`config.mk`:
```
export PLATFORM = sky130hd
export DESIGN_NAME = dll_discriminator
export DESIGN_NICKNAME = d
export VERILOG_FILES = /design/src/rtl/dll_discriminator_pkg.sv /design/src/rtl/dll_discriminator_serial_divider.sv /design/src/rtl/dll_discriminator.sv
export SDC_FILE = /design/constraint.sdc
export NUM_CORES = 1
export LEC_CHECK = 0
export BUFFER_PORTS_ARGS = -buffer_cell sky130_fd_sc_hd__buf_2
export CORE_MARGIN = 8
export CORE_UTILIZATION = 44
export DETAILED_ROUTE_END_ITERATION = 8
export GPL_TIMING_DRIVEN = 0
export SYNTH_ARGS = -nofsm -noshare
export SYNTH_HDL_FRONTEND = slang
export SYNTH_SLANG_ARGS = --single-unit
```
`constraint.sdc`:
```
create_clock -name clk -period 10.14 [get_ports clk]
set_input_delay 2.028 -clock clk [delete_from_list [all_inputs] [get_ports clk]]
set_output_delay 2.028 -clock clk [all_outputs]
set_load 0.005 [all_outputs]
```
`src/rtl/dll_discriminator_pkg.sv`:
```
// Shared constants and types for the code-loop discriminator.
// Widths here track the correlator channel's I2Q2 output.
package dll_discriminator_pkg;

  localparam int DISC_IN_WIDTH  = 38;
  localparam int DISC_FRAC_BITS = 12;
  localparam int DISC_WIDTH     = DISC_FRAC_BITS + 2;

  typedef enum logic [1:0] {
    ST_IDLE,
    ST_PREP,
    ST_DIV,
    ST_DONE
  } state_t;

endpackage

```
`src/rtl/dll_discriminator_serial_divider.sv`:
```
// Serial restoring divider, one quotient bit per cycle, MSB first.
// Quotient = floor(numer * 2^(QW-1) / denom), assuming numer <= denom.
module serial_divider #(
  parameter int DW = 39,
  parameter int QW = 13
) (
  input  logic          clk,
  input  logic          rst_n,
  input  logic          abort,
  input  logic          start,
  input  logic [DW-1:0] numer,
  input  logic [DW-1:0] denom,
  output logic          done,
  output logic [QW-1:0] quot
);

  localparam int CW = $clog2(QW + 1);

  logic [DW:0]   rem_q;
  logic [DW:0]   diff;
  logic [CW-1:0] cnt_q;
  logic          run_q;
  logic          ge;

  assign ge   = rem_q >= {1'b0, denom};
  assign diff = rem_q - {1'b0, denom};

  // Shift after the compare so the first step tests numer against denom.
  always_ff @(posedge clk) begin
    if (!rst_n) begin
      rem_q <= '0;
      cnt_q <= '0;
      run_q <= 1'b0;
      done  <= 1'b0;
      quot  <= '0;
    end else begin
      done <= 1'b0;
      if (abort) begin
        run_q <= 1'b0;
      end else if (start) begin
        rem_q <= {1'b0, numer};
        quot  <= '0;
        cnt_q <= CW'(QW);
        run_q <= 1'b1;
      end else if (run_q) begin
        rem_q <= (ge ? diff : rem_q) << 1;
        quot  <= {quot[QW-2:0], ge};
        cnt_q <= cnt_q - 1'b1;
        if (cnt_q == CW'(1)) begin
          run_q <= 1'b0;
          done  <= 1'b1;
        end
      end
    end
  end

endmodule

```
`src/rtl/dll_discriminator.sv`:
```
// Code-loop discriminator: normalised (E-L)/(E+L) in signed fixed point.
// Fixed latency of FRAC_BITS+4 cycles from i2q2_valid to disc_valid.
import dll_discriminator_pkg::*;

module dll_discriminator #(
  parameter int IN_WIDTH  = DISC_IN_WIDTH,
  parameter int FRAC_BITS = DISC_FRAC_BITS
) (
  input  logic                  clk,
  input  logic                  global_reset_n,
  input  logic                  clear,
  input  logic                  i2q2_valid,
  input  logic [IN_WIDTH-1:0]   i2q2_early,
  input  logic [IN_WIDTH-1:0]   i2q2_late,
  output logic                  busy,
  output logic                  disc_valid,
  output logic [FRAC_BITS+1:0]  disc,
  output logic                  disc_zero_den,
  output logic                  overrun
);

  state_t state_q, state_d;

  logic [IN_WIDTH-1:0] e_q, l_q;
  logic [IN_WIDTH-1:0] mag;
  logic [IN_WIDTH:0]   sum;
  logic                neg_q, zero_q;
  logic                start;
  logic                div_done;
  logic [FRAC_BITS:0]  quot;
  logic [FRAC_BITS:0]  q_eff;
  logic [FRAC_BITS+1:0] q_ext;

  assign sum   = {1'b0, e_q} + {1'b0, l_q};
  assign mag   = (e_q >= l_q) ? e_q - l_q : l_q - e_q;
  assign start = (state_q == ST_PREP) && !clear;
  assign busy  = state_q != ST_IDLE;
  assign q_eff = zero_q ? '0 : quot;
  assign q_ext = {1'b0, q_eff};

  serial_divider #(
    .DW(IN_WIDTH + 1),
    .QW(FRAC_BITS + 1)
  ) u_div (
    .clk   (clk),
    .rst_n (global_reset_n),
    .abort (clear),
    .start (start),
    .numer ({1'b0, mag}),
    .denom (sum),
    .done  (div_done),
    .quot  (quot)
  );

  always_ff @(posedge clk) begin
    if (!global_reset_n) state_q <= ST_IDLE;
    else                 state_q <= state_d;
  end

  always_comb begin
    state_d = state_q;
    unique case (state_q)
      ST_IDLE: if (i2q2_valid) state_d = ST_PREP;
      ST_PREP: state_d = ST_DIV;
      ST_DIV:  if (div_done) state_d = ST_DONE;
      ST_DONE: state_d = ST_IDLE;
      default: state_d = ST_IDLE;
    endcase
    if (clear) state_d = ST_IDLE;
  end

  always_ff @(posedge clk) begin
    if (!global_reset_n) begin
      e_q           <= '0;
      l_q           <= '0;
      neg_q         <= 1'b0;
      zero_q        <= 1'b0;
      disc          <= '0;
      disc_zero_den <= 1'b0;
      disc_valid    <= 1'b0;
      overrun       <= 1'b0;
    end else begin
      disc_valid <= 1'b0;
      overrun    <= i2q2_valid && (state_q != ST_IDLE);
      if (state_q == ST_IDLE && i2q2_valid && !clear) begin
        e_q <= i2q2_early;
        l_q <= i2q2_late;
      end
      if (state_q == ST_PREP) begin
        neg_q  <= l_q > e_q;
        zero_q <= sum == '0;
      end
      // A clear arriving in DONE discards the result entirely.
      if (state_q == ST_DONE && !clear) begin
        disc          <= neg_q ? -q_ext : q_ext;
        disc_zero_den <= zero_q;
        disc_valid    <= 1'b1;
      end
    end
  end

endmodule

```
==> impl_metrics.toml <==
[route]
drc = 0
detail_route.wirelength_mm = 57.5
firstDrtPassIters = 6
routed_via_density = 5.91
drt-wirelength-per-cell_microns = 20.9
drt_iter0_drc = 1398
postRouteAntennaNets = 0
vias = 16267

[timing]
rsz0062_at_grt = "false"
final-hold-violation-count = 0
setup_ws_ns = 2.90
skew_ns = 0.0152
worst_pin_slew_ns = 1.35
finalCritPeriodShare = 0.714
max_freq_mhz = 138
max_slew_margin = 0.0749
finalSetupTns_ns = 0
hold-worst-slack_ns = 0.453
finalCriticalPeriod_ns = 7.24
setup_viol = 0
drv_slew = 0

[logic_synthesis]
synth_cell_types = 91
synth-edff-count = 0
synth-seq-cells = 156
synth_area_leader_cell = "dfxtp_1"
yosys-top-cells-count = "297 x nand2_1, 276 x a21oi_1, 170 x nor2_1, 156 x dfxtp_1, 150 x ha_1"
netlist.area_leader.share = 0.202
yosysSeqAreaShare = 0.202
yosysMostFrequentCell = "nand2_1"
avgSynthCellArea_sq_um = 7.13
async_reset_ff_frac = 0
yosys-top-cells-area = "dfxtp_1 20%, ha_1 12%, a21oi_1 8.9%, nand2_1 7.2%, xnor2_1 5.6%"
syn_area_sq_um = 15500
synthCells = 2169
ys_warn_count = 0
synth_flop_cell = "dfxtp_1"
synth_fp_nets = 2403

[finish]
post-route-cell-area_sq_um = 17100
fillers = 3608
seq_area_sq_um = 3120
final_layout_size_suffix_gt1_frac = 0.0788
multiInputGateArea_sq_um = 11300
areaGrowthSynthToFinish_pct = 10.5
fin_nets = 2518
finalNonFillerCells = 2754
finish.utilization = 0.495

[power_and_ir_drop]
p_leak_nw = 7.25
ir_drop_uv = 143
power_density_nw_per_um2 = 157
p_total_mw = 2.68

[clock_tree]
cts.repair.resized = 0
cts_tree = "built"
h-tree-depth = 4
clockBufferDepth = 2
postCtsHoldBufs = 0
cts_root_buffer = "clkbuf_16"
post_cts_buffers = 0
clk_latency_ns = 0.47
cts_buffers = 17
clkSlewWorstSetupHoldPaths_ns = 0.08
clock_sinks = 156

[critical_path]
critPathArrivalTime_ns = 7.59
critPathLaunch = "e_q[1]"
reg2regPathDepth = 24
r2r_start = "e_q[1]"
worstSetupStartpointType = "flip-flop"
r2r-end = "u_div.rem_q[36]"
reg2reg_slack_ns = 2.90
setup.worst_path.end_class = "flip-flop"
critPathMaxFanout = 6
path_class = "flip-flop to flip-flop"
required_ns = 10.48

[worst_hold_path]
hp-class = "flip-flop to flip-flop"
min_from = "disc[0]"
hold_end = "disc[0]"
min_path_cells = 2

[die]
rows = 68
io_pins = 98
start_util = 0.448
die_w_microns = 203
fp.dieH_microns = 203
coreArea_sq_um = 34500
die_area_sq_um = 41400

[global_routing]
overflow = 0
grt_antenna_before_repair = 1
grt_usage = 0.270
grt_pass1_wl_mm = 88.2
grt_max_degree = 17
grt_pass1_vias = 15506

[placed_design]
numPortBuffers = 96
placed_cell_area_sq_um = 16500
dp_slack_ns = 3.05
dp_hpwl_mm = 46.6
place.gp.congestion = 0.962
dp.cells = 2720

[flow_run]
cap_viol_max_count = 0

[status]
run_status = "complete, no violations"
[layout make-up]
type                            count  area share
Antenna cell                        2    0.000293
Buffer                            117      0.0274
Clock buffer                       21      0.0275
Clock inverter                     11     0.00571
Inverter                          155      0.0341
Multi-Input combinational cell   1741       0.661
Sequential cell                   156       0.183
Tap cell                          455      0.0333
Timing Repair Buffer               96      0.0281
[worst max-delay path by stage]
stage / slack, ns / cells past startpoint / end
after global routing: 2.48 / 24 / u_div.rem_q[38]
after CTS: 3.03 / 24 / u_div.rem_q[36]
after detailed placement: 3.05 / 26 / u_div.rem_q[16]
final: 2.90 / 24 / u_div.rem_q[36]
after floorplan: 4.48 / 24 / u_div.rem_q[36]
after global placement: 3.05 / 27 / u_div.rem_q[7]
[placed cells by master (no fill, tap or decap), drive strengths merged, types with 9 or more instances in the layout]
master    n
nand2b   21
nand2   298
ha      150
o211ai   27
nand3    51
or2       9
mux2i    38
a211oi   24
o21bai   45
clkbuf  117
o31ai    17
dfxtp   156
xor2     17
inv     158
xnor2    99
a21oi   276
nor2b    23
a31oi    14
maj3     11
o21ai   124
a21o     39
a221oi   20
and3     21
o21a     11
nor4     18
a22oi    14
nor3     40
buf     117
nand4    28
and2     11
or3      10
nor2    171
[power breakdown]
| group | internal (mW) | switching [mW] |
|---|---|---|
| registers | 0.641 | 0.0306 |
| clock network | 0.341 | 0.316 |
| logic | 0.499 | 0.854 |
[flip-flops by register name (all words and copies together), names as in the netlist]
name           flops
disc              14
e_q               38
u_div.run_q        1
u_div.quot        13
state_q            2
disc_valid         1
u_div.rem_q       40
zero_q             1
u_div.cnt_q        4
overrun            1
u_div.done         1
l_q               38
disc_zero_den      1
neg_q              1
[critical path: stages, from the launching register on]
cell and delay (ns):
dfxtp_1 0.46, inv_1 0.16, ha_1 0.37, nor2b_1 0.08
o21ai_0 0.51, nand4bb_1 0.22, a311oi_1 0.65, nor4_1 0.09
nor3_1 0.22, xnor2_1 0.24, ha_1 0.42, nand4_1 0.26
nor4_1 0.42, a21o_1 0.14, a211oi_1 0.07, maj3_1 0.41
a221oi_1 0.58, a311o_1 0.33, a2111oi_0 0.17, or3_1 0.46
a221o_1 0.33, a21o_1 0.19, nand3_1 0.09, xor2_1 0.16
a21oi_1 0.08
[metal layers]
metal  part of all wire  routed length, microns  global-route usage
met1               0.45                   25900               0.360
met2               0.45                   25600               0.437
met3              0.074                    4230              0.0474
met4              0.030                    1700              0.0901
met5                  0                       0                   0
[kinds of logic after synthesis]
kind of cell,after synthesis,share of synthesized area
flops,156,0.202
simple gates,728,0.217
compound gates,686,0.280
buf+inv,272,0.0679
mux,42,0.0275
xor+xnor,120,0.0715
fa+ha+maj,165,0.134
Power figures use the tool's default switching activity.
